**config.mk**
```make
export PLATFORM = sky130hd
export DESIGN_NAME = wb_stage
export DESIGN_NICKNAME = d
export VERILOG_FILES = /design/src/rtl/wb_stage.sv
export SDC_FILE = /design/constraint.sdc
export NUM_CORES = 1
export LEC_CHECK = 0
export ABC_AREA = 1
export BUFFER_PORTS_ARGS = -buffer_cell sky130_fd_sc_hd__buf_2
export CORE_UTILIZATION = 52
export DETAILED_ROUTE_END_ITERATION = 10
export PLACE_DENSITY_LB_ADDON = 0.25
export SLEW_MARGIN = 20
export SYNTH_ARGS = -nofsm -noshare
export SYNTH_HDL_FRONTEND = slang
export SYNTH_SLANG_ARGS = --single-unit
export TNS_END_PERCENT = 30
```
**constraint.sdc**
```tcl
create_clock -name clk -period 8.9 [get_ports clk]
set_input_delay 1.78 -clock clk [delete_from_list [all_inputs] [get_ports clk]]
set_output_delay 1.78 -clock clk [all_outputs]
set_load 0.02 [all_outputs]
```
**src/rtl/wb_stage.sv**
```systemverilog
// ============================================================================
// Module  : wb_stage
// Brief   : Writeback stage; selects the result source, completes loads and
//           drives the register file write port.
// Revision: 1.0 - initial release
// ============================================================================
`default_nettype none

module wb_stage #(
  parameter int unsigned LOAD_TIMEOUT = 16,
  parameter int unsigned RETIRE_W     = 64
) (
  input  logic                clk,
  input  logic                reset,
  input  logic                in_valid,
  output logic                in_ready,
  input  logic                in_reg_write,
  input  logic [4:0]          in_rd,
  input  logic [1:0]          in_wb_sel,
  input  logic [31:0]         in_alu,
  input  logic [31:0]         in_pc,
  input  logic [31:0]         in_csr,
  input  logic [2:0]          in_funct3,
  input  logic [1:0]          in_byte_off,
  input  logic                dmem_rvalid,
  input  logic [31:0]         dmem_rdata,
  output logic                we,
  output logic [4:0]          wb_addr,
  output logic [31:0]         wb_data,
  output logic                pend_valid,
  output logic [4:0]          pend_rd,
  output logic                load_err,
  output logic [RETIRE_W-1:0] retire_cnt
);

  typedef enum logic [0:0] {
    S_IDLE      = 1'b0,
    S_WAIT_LOAD = 1'b1
  } state_t;

  localparam logic [1:0]  c_SEL_ALU  = 2'd0;
  localparam logic [1:0]  c_SEL_MEM  = 2'd1;
  localparam logic [1:0]  c_SEL_PC4  = 2'd2;
  localparam logic [31:0] c_TMO_LAST = 32'(LOAD_TIMEOUT - 1);

  state_t      r_state;
  state_t      w_state_nxt;
  logic        r_reg_write;
  logic [2:0]  r_funct3;
  logic [1:0]  r_byte_off;
  logic [31:0] r_tmo_cnt;

  logic        w_xfer;
  logic        w_is_mem;
  logic [31:0] w_src_data;
  logic [7:0]  w_byte;
  logic [15:0] w_half;
  logic [31:0] w_load_data;
  logic        w_load_bad;
  logic        w_tmo_hit;

  assign in_ready = (r_state == S_IDLE);
  assign w_xfer   = in_valid & in_ready;
  assign w_is_mem = (in_wb_sel == c_SEL_MEM);

  always_comb begin
    w_src_data = in_csr;
    case (in_wb_sel)
      c_SEL_ALU: w_src_data = in_alu;
      c_SEL_PC4: w_src_data = in_pc + 32'd4;
      default:   w_src_data = in_csr;
    endcase
  end

  // Lane extraction uses the offset latched at acceptance, not the live input.
  always_comb begin
    w_byte = dmem_rdata[7:0];
    case (r_byte_off)
      2'd0: w_byte = dmem_rdata[7:0];
      2'd1: w_byte = dmem_rdata[15:8];
      2'd2: w_byte = dmem_rdata[23:16];
      2'd3: w_byte = dmem_rdata[31:24];
      default: w_byte = dmem_rdata[7:0];
    endcase
    w_half      = r_byte_off[1] ? dmem_rdata[31:16] : dmem_rdata[15:0];
    w_load_data = dmem_rdata;
    w_load_bad  = 1'b0;
    case (r_funct3)
      3'b000: w_load_data = {{24{w_byte[7]}}, w_byte};
      3'b001: begin
        w_load_data = {{16{w_half[15]}}, w_half};
        w_load_bad  = r_byte_off[0];
      end
      3'b010: begin
        w_load_data = dmem_rdata;
        w_load_bad  = (r_byte_off != 2'd0);
      end
      3'b100: w_load_data = {24'd0, w_byte};
      3'b101: begin
        w_load_data = {16'd0, w_half};
        w_load_bad  = r_byte_off[0];
      end
      default: w_load_bad = 1'b1;
    endcase
  end

  // A response arriving in the final allowed cycle takes priority.
  assign w_tmo_hit = (LOAD_TIMEOUT != 0) && !dmem_rvalid && (r_tmo_cnt == c_TMO_LAST);

  always_comb begin
    w_state_nxt = r_state;
    case (r_state)
      S_IDLE:      if (w_xfer && w_is_mem) w_state_nxt = S_WAIT_LOAD;
      S_WAIT_LOAD: if (dmem_rvalid || w_tmo_hit) w_state_nxt = S_IDLE;
      default:     w_state_nxt = S_IDLE;
    endcase
  end

  always_ff @(posedge clk or posedge reset) begin
    if (reset) r_state <= S_IDLE;
    else       r_state <= w_state_nxt;
  end

  always_ff @(posedge clk or posedge reset) begin
    if (reset) begin
      we          <= 1'b0;
      wb_addr     <= 5'd0;
      wb_data     <= 32'd0;
      pend_valid  <= 1'b0;
      pend_rd     <= 5'd0;
      load_err    <= 1'b0;
      retire_cnt  <= '0;
      r_reg_write <= 1'b0;
      r_funct3    <= 3'd0;
      r_byte_off  <= 2'd0;
      r_tmo_cnt   <= 32'd0;
    end else begin
      we <= 1'b0;
      case (r_state)
        S_IDLE: begin
          if (w_xfer) begin
            if (w_is_mem) begin
              r_reg_write <= in_reg_write;
              r_funct3    <= in_funct3;
              r_byte_off  <= in_byte_off;
              pend_valid  <= 1'b1;
              pend_rd     <= in_rd;
              r_tmo_cnt   <= 32'd0;
            end else begin
              we         <= in_reg_write & (in_rd != 5'd0);
              wb_addr    <= in_rd;
              wb_data    <= w_src_data;
              retire_cnt <= retire_cnt + RETIRE_W'(1);
            end
          end
        end
        S_WAIT_LOAD: begin
          if (dmem_rvalid) begin
            pend_valid <= 1'b0;
            retire_cnt <= retire_cnt + RETIRE_W'(1);
            if (w_load_bad) begin
              load_err <= 1'b1;
            end else begin
              we      <= r_reg_write & (pend_rd != 5'd0);
              wb_addr <= pend_rd;
              wb_data <= w_load_data;
            end
          end else if (w_tmo_hit) begin
            pend_valid <= 1'b0;
            load_err   <= 1'b1;
          end else begin
            r_tmo_cnt <= r_tmo_cnt + 32'd1;
          end
        end
        default: ;
      endcase
    end
  end

endmodule

`default_nettype wire

```
==> results.md, run 1 <==
- Wire length of the first global-routing pass: about 60000 um
- Fraction of final layout cells sized beyond drive strength 1: 17.0%
- Y dimension of the die: around 150 um
- Root cell of the clock tree: sky130_fd_sc_hd__clkbuf_16
- Number of top-level pins: 255
- Max Cap Violations: 0
- Number of clock sinks seen by CTS: approximately 150
- Remaining antenna violation count: 0
- Crit path top cell by count: sky130_fd_sc_hd__buf_4
- Net total in the final layout: ~2100
- Syn_nets: 1891
- Final hold violation count: 0
- Static power due to leakage: between 6 and 7 nW
- Die X-Extent: between 100 and 150 um
- Number of fillers in the final layout: approximately 2000
- Worst Tran Pin Value: 1.11 ns
- Final weighted congestion in routability-driven placement: about 1
- Setup_tns: 0 ns
- Setup Crit Path Kind: reg2out
- Share of synthesized flip-flops with an asynchronous set or reset: between 90% and 100%
- Setup slack, reg-to-reg: between 5 and 6 ns
- Fraction of synthesized cell area taken by the top area cell type: about a third
- Per-instance average area after synthesis: 6.25 um2
- Startpoint of the tightest hold check path: wb_data[7]
- Number of buffers inserted by post-CTS setup repair: 0
- Pin count of the biggest net entering global routing: 79
- Detailed Route Iter0 Violations: around 1100
- CP Capture Type: output port
- Worst clock skew on the final layout: roughly 0.011 ns
- Main flop type after synthesis: sky130_fd_sc_hd__dfrtp_1
- Critical register-to-register path startpoint: r_state
- Hold-critical path endpoint: wb_data[7]
- Wirelength, routed: about 38000 um
- Most common cell in the netlist: sky130_fd_sc_hd__nand2_1
- Mux share of post-synthesis cell area: less than 1%
- Via density: between 5 and 6
- Distinct cells, synth: 46
- Combinational power share: between 20% and 30%
- Cell-by-cell listing of the critical path: buf_4, inv_2, buf_4, buf_2
- Power per standard cell area: about 170 nW/um2
- Clock slew at the register clock pins of the worst setup and hold paths: 0.07 ns
- Count of buffering cells on the critical path with inverters included: 4
- DRC violations left: 0
- RSZ-0062 raised after global routing: false
- Initial Utilization: a little over half
- Number of vias in the routed layout: around 12000
- Post-Synth Adder-Cell Area: less than 1%
- Deepest clock path buffer count: 2
- Maximum level of the CTS H-tree: 4
- Total GRT Usage: between 30 and 40%
- Post-CTS sizing: 0
- Final global-route overflow total: 0
- DRT Pass-1 Iters: 8
- Detail Placement HPWL: 29900 um
- VDD IR max: 0.141 mV
- Post-Synth XOR/XNOR Area: 4.02%
- Area added between synthesis and finish: 18.2%
- Via count of the first global-routing pass: about 11000
- Clock tree from TritonCTS: built
- Seq/Total Area, Yosys: between 30% and 40%
- CTS Buf Count: 17
- Worst min-delay path category: reg2reg
- Yosys warns: 0
- Slowest stage cell, crit path: sky130_fd_sc_hd__buf_4
- Psw: 828 uW
- Synthesized-area fraction occupied by and/or/nand/nor cells: between 40% and 50%
- Final-report setup violation count: 0
- Number of enable flip-flop cells after synthesis: 0
- Required time at the worst-slack endpoint: 7.12 ns
- Critical Path Max Stage Delay: between 0.5 and 0.6 ns
- Highest net fanout along the worst path: 65
- Area enclosed by the die boundary: 21500 um2
- Element type at the critical path start: register
- Leading post-synthesis cells by cell area: sky130_fd_sc_hd__dfrtp_1 (34%), sky130_fd_sc_hd__nand2_1 (24%), sky130_fd_sc_hd__nor2_1 (9.2%)
- Compound-gate portion of the synthesized area: roughly 6.6%
- Cell Count Post-Placement: 2218
- Sequential share of power: roughly two fifths
- Share of the core filled with cells in the final layout: between 60% and 70%
- Count of final max-slew check failures: 0
- Dominant combinational cell family by area after synthesis: simple AND/OR/NAND/NOR gates
- Status: finished clean
- Data arrival time of the critical path: 2.34 ns
- IO buf count: 254
- Wire length per cell after detailed routing: between 15 and 20 um
- Minimum clock period after layout: around 4.1 ns
- Number of standard cells in the final layout excluding fillers: 2256
- Number of standard cells after synthesis: around 1700
- Worst rel slew slack: 26.1%
- Reg2Reg Depth: 10
- Worst hold path stage count: 2
- Total core area: around 20000 um2
- Share of total power consumed by net switching: 38.3%
- Total internal power: approximately 1.3 mW
- Number of hold buffers added after CTS: 0
- Cell family contributing the most delay on the critical path: buffers and inverters
- Post-synthesis cell area: roughly 11000 um2
- Number of flip-flops and latches in the synthesized netlist: about 150
- Endpoint of the lowest-slack register-to-register path: retire_cnt[46]
- Rows: between 50 and 60
- Achievable Freq: 243 MHz
- Antenna violations before repair: 7
- Clk network pwr share: between 30% and 40%
- Worst-Skew Late Latency: between 0.4 and 0.5 ns
- Most numerous cell types in the synthesized netlist: sky130_fd_sc_hd__nand2_1 (684), sky130_fd_sc_hd__nor2_1 (267), sky130_fd_sc_hd__nand3_1 (160), sky130_fd_sc_hd__inv_1 (153), sky130_fd_sc_hd__dfrtp_1 (148)
- Dominant cell type by area after synthesis: sky130_fd_sc_hd__dfrtp_1
- Final period utilization: a little under half
-- worst min-delay path, stage by stage, from the launching register on --
cell	delay, ns
sky130_fd_sc_hd__dfrtp_1	0.34
sky130_fd_sc_hd__nand2_1	0.05
sky130_fd_sc_hd__nand2_1	0.05
-- worst max-delay path by stage --
stage / slack [ns] / endpoint / cells past startpoint / startpoint
CTS: 4.82 / in_ready / 4 / r_state
global placement: 4.89 / retire_cnt[46] / 10 / in_wb_sel[0]
global route: 4.70 / in_ready / 4 / r_state
floorplan: 3.14 / load_err / 1 / reset
finish: 4.78 / in_ready / 4 / r_state
detailed placement: 4.82 / retire_cnt[46] / 10 / in_wb_sel[0]
-- through the flow --
step / total power [mW] / area, um2 / hold slack (ns) / worst slack [ns]
after global routing: 2.26 / 12900 / 0.502 / 4.70
after floorplan: 1.20 / 10900 / 0.449 / 3.14
after detailed placement: 1.43 / 12300 / 0.461 / 4.82
after CTS: 2.16 / 12900 / 0.479 / 4.82
final: 2.16 / 12900 / 0.478 / 4.78
after global placement: 1.42 / 12300 / 0.457 / 4.89
-- final cells by class --
cell class              count  area (um2)  share of cell area [%]
multi-input cells        1379        6320                    49.0
flip-flops and latches    148        3700                    28.8
repair buffers            257        1300                    10.1
inverters                 164         621                    4.82
clock buffers              17         425                    3.30
well taps                 270         338                    2.62
clock inverters            15         168                    1.30
diodes                      6        15.0                   0.117
-- metal layers --
layer	part of all wire [%]	global-route usage (%)	wire, um
met5	0.034	0	13
met1	41	47.5	15800
met3	8.7	6.52	3320
met2	46	57.8	17500
met4	4.0	15.9	1520
-- power by group through the flow --
stage	combinational, mW	clock [mW]	sequential (mW)
6_report	0.575	0.736	0.848
5_1_grt	0.630	0.771	0.857
4_1_cts	0.573	0.742	0.845
3_5_place_dp	0.571	0	0.858
3_3_place_gp	0.562	0	0.856
2_1_floorplan	0.282	0	0.922
-- layout by cell type, fill, tap and decap left out, types with 5 or more instances in the layout --
cell type | synthesis | final
sky130_fd_sc_hd__dfrtp_1 | 148 | 147
sky130_fd_sc_hd__nand4_1 | 38 | 38
sky130_fd_sc_hd__a221oi_1 | 22 | 22
sky130_fd_sc_hd__nor2_1 | 267 | 267
sky130_fd_sc_hd__nor3_1 | 11 | 11
sky130_fd_sc_hd__nor2_4 | 7 | 7
sky130_fd_sc_hd__o21ai_0 | 33 | 33
sky130_fd_sc_hd__clkbuf_16 | 0 | 17
sky130_fd_sc_hd__nand3_1 | 160 | 160
sky130_fd_sc_hd__inv_2 | 8 | 8
sky130_fd_sc_hd__diode_2 | 0 | 6
sky130_fd_sc_hd__buf_2 | 18 | 254
sky130_fd_sc_hd__o21bai_1 | 5 | 5
sky130_fd_sc_hd__nor2_2 | 7 | 7
sky130_fd_sc_hd__xor2_1 | 28 | 28
sky130_fd_sc_hd__a31oi_1 | 6 | 6
sky130_fd_sc_hd__o211ai_1 | 7 | 7
sky130_fd_sc_hd__nand3b_1 | 5 | 5
sky130_fd_sc_hd__nand2_1 | 684 | 684
sky130_fd_sc_hd__nand2_2 | 5 | 5
sky130_fd_sc_hd__inv_1 | 153 | 152
sky130_fd_sc_hd__xnor2_1 | 22 | 22
sky130_fd_sc_hd__a21oi_1 | 37 | 37
-- state kept, by name, summed over array words and instances (netlist names) --
| register | count |
|---|---|
| r_byte_off | 2 |
| r_state | 1 |
| retire_cnt | 64 |
| wb_addr | 5 |
| load_err | 1 |
| pend_valid | 1 |
| pend_rd | 5 |
| we | 1 |
| r_funct3 | 3 |
| r_tmo_cnt | 32 |
| r_reg_write | 1 |
| wb_data | 32 |
-- kinds of logic after synthesis --
| group | count (synthesis) |
|---|---|
| AOI/OAI and AO/OA | 116 |
| xor gates and xnor gates | 50 |
| adders and majority gates | 3 |
| buffers and inverters | 216 |
| DFF | 148 |
| muxes | 3 |
| and+or+nand+nor | 1207 |
Note: power is estimated with default switching activity, not from simulation.
==> run 2: changes to the inputs <==
Clock period 8.9 ns to 3.85 ns, I/O delays scaled along.
==> results.md, run 2 (synthesis gave the netlist of run 1 again) <==
- Status: finished clean
- Pin count of the biggest net entering global routing: 65 (-18%)
- DRC violations left: 0 (unchanged)
- Count of final max-slew check failures: 0 (unchanged)
- Max FFs per register: 64 (unchanged)
- Fraction of final layout cells sized beyond drive strength 1: 17.3% (+0.33 points)
- Number of hold buffers added after CTS: 0 (unchanged)
- Final-report setup violation count: 0 (unchanged)
- Root cell of the clock tree: sky130_fd_sc_hd__clkbuf_16
- Initial Utilization: 53.5% (unchanged)
- Number of vias in the routed layout: 12500 (+1.2%)
- Area added between synthesis and finish: 19.1%
- Highest-count cells in the layout ignoring fill and taps: sky130_fd_sc_hd__nand2_1 (684), sky130_fd_sc_hd__nor2_1 (267), sky130_fd_sc_hd__buf_2 (254), sky130_fd_sc_hd__nand3_1 (160), sky130_fd_sc_hd__inv_1 (152)
- Wire length of the first global-routing pass: 61600 um (+2.2%)
- Number of top-level pins: 255 (unchanged)
- Setup Crit Path Kind: reg2reg
- DRT Pass-1 Iters: 6 (-2)
- Setup slack, reg-to-reg: 0.99 ns (-4.28 ns)
- Required time at the worst-slack endpoint: 4.16 ns (-2.96 ns)
- Data arrival time of the critical path: 3.16 ns (+0.82 ns)
- Maximum level of the CTS H-tree: 4 (unchanged)
- Deepest clock path buffer count: 2 (unchanged)
- Setup_tns: 0 ns (unchanged)
- Number of fillers in the final layout: 2012 (+2.6%)
- Element type at the critical path start: register
- Wirelength, routed: 39400 um (+3.1%)
- Final period utilization: between 70% and 80%
- Number of buffers inserted by post-CTS setup repair: 0 (unchanged)
- Clock slew at the register clock pins of the worst setup and hold paths: 0.07 ns (about the same)
- Total core area: 20400 um2 (unchanged)
- Biggest registers after layout: retire_cnt: 64 flops, r_tmo_cnt: 32 flops, wb_data: 32 flops
- Antenna violations before repair: 5 (-2)
- Worst min-delay path category: reg2reg
- Final weighted congestion in routability-driven placement: 0.993 (-3.0%)
- Worst clock skew on the final layout: 0.0131 ns (+0.00217 ns)
- IO buf count: 254 (unchanged)
- Worst Tran Pin Value: 1.12 ns (+0.0129 ns)
- Final global-route overflow total: 0 (unchanged)
- Achievable Freq: 350 MHz
- Register with the highest flop count: retire_cnt
- Total design power: 5.04 mW (+130%)
- Worst-Skew Late Latency: 0.44 ns (about the same)
- Clock tree from TritonCTS: built
- Final hold violation count: 0 (unchanged)
- RSZ-0062 raised after global routing: false
- Post-CTS sizing: 0 (unchanged)
- Smallest hold slack: 0.479 ns (+0.00114 ns)
- Max Cap Violations: 0 (unchanged)
- Area enclosed by the die boundary: 21500 um2 (unchanged)
- Worst rel slew slack: 25.2% (-0.86 points)
- Number of clock sinks seen by CTS: 148 (unchanged)
- Detailed Route Iter0 Violations: 1331 (+21%)
- VDD IR max: 0.326 mV (+130%)
- Total GRT Usage: 36.9% (+0.89 points)
- Net total in the final layout: 2123 (+0.38%)
- Reg2Reg Depth: 7 (-3)
- Remaining antenna violation count: 0 (unchanged)
- Worst hold path stage count: 2 (unchanged)
- Via count of the first global-routing pass: 11400 (+0.46%)
- Minimum clock period after layout: between 2 and 3 ns
- Commonest non-fill, non-tap cell in the layout: sky130_fd_sc_hd__nand2_1
- Y dimension of the die: 147 um (unchanged)
- Power per standard cell area: 388 nW/um2 (+130%)
- CP Capture Type: register
- Detail Placement HPWL: 31100 um (+3.8%)
- Wire length per cell after detailed routing: 17.4 um (+2.7%)
- Static power due to leakage: 6.48 nW (+0.71%)
- Via density: 5.52 (+0.87%)
- Rows: 52 (unchanged)
- Highest net fanout along the worst path: 33 (-49%)
- Die X-Extent: 147 um (unchanged)
- CTS Buf Count: 17 (unchanged)
run 2: cell types whose count changed in the layout (fill, tap and decap cells not counted), sizes merged:
cell	before	now
buf	257	265
inv	168	164
clkinv	8	11
clkinvlp	2	3
run 2: through the flow:
step                      cell area [um2]  utilization (%)  worst slack [ns]  std cells
after detailed placement            12300             60.6              1.00       2226
final                               13000             63.7             0.994       2264
after global routing                13000             63.7             0.782       2259
after global placement              12300             60.6              1.01       2226
after CTS                           13000             63.7              1.03       2258
after floorplan                     10900                -              1.22       1743
run 2: worst paths after layout:
kind,end,from
max,wb_data[15],r_funct3[1]
max reg2reg,wb_data[15],r_funct3[1]
min,wb_data[6],wb_data[6]
min reg2reg,wb_data[6],wb_data[6]
min in group asynchronous,retire_cnt[57],reset
max in group asynchronous,wb_data[21],reset
run 2: per-layer routing:
| metal | share of wire (%) | track usage [%] | routed length (um) | vias up |
|---|---|---|---|---|
| li1 | - | - | - | 6026 |
| met1 | 41 | 47.5 | 16000 | 5738 |
| met2 | 46 | 61.4 | 18200 | 621 |
| met3 | 9.4 | 7.20 | 3690 | 97 |
| met4 | 3.7 | 13.6 | 1450 | 4 |
| met5 | 0.063 | 0 | 25 | - |
run 2: power by group:
part	internal (mW)	switching, mW	total (mW)
Combinational	0.419	0.911	1.33
Clock	0.934	0.803	1.74
Sequential	1.74	0.229	1.97
run 2: final cells by class:
type | count | area [um2] | share of cell area (%)
multi-input combinational | 1379 | 6320 | 48.7
antenna | 6 | 15.0 | 0.116
sequential | 148 | 3700 | 28.5
timing repair buffer | 265 | 1370 | 10.5
clock inverter | 15 | 195 | 1.50
clock buffer | 17 | 425 | 3.28
tap | 270 | 338 | 2.60
inverter | 164 | 619 | 4.77
run 2: critical path: stages, from the launching register on:
cell                      delay, ns
sky130_fd_sc_hd__dfrtp_1       1.09
sky130_fd_sc_hd__nor2_4        0.15
sky130_fd_sc_hd__nand2_1       0.11
sky130_fd_sc_hd__nand3_1       0.19
sky130_fd_sc_hd__nand2_1       0.13
sky130_fd_sc_hd__nand3_2       0.57
sky130_fd_sc_hd__a21oi_1       0.39
sky130_fd_sc_hd__a21oi_1       0.10
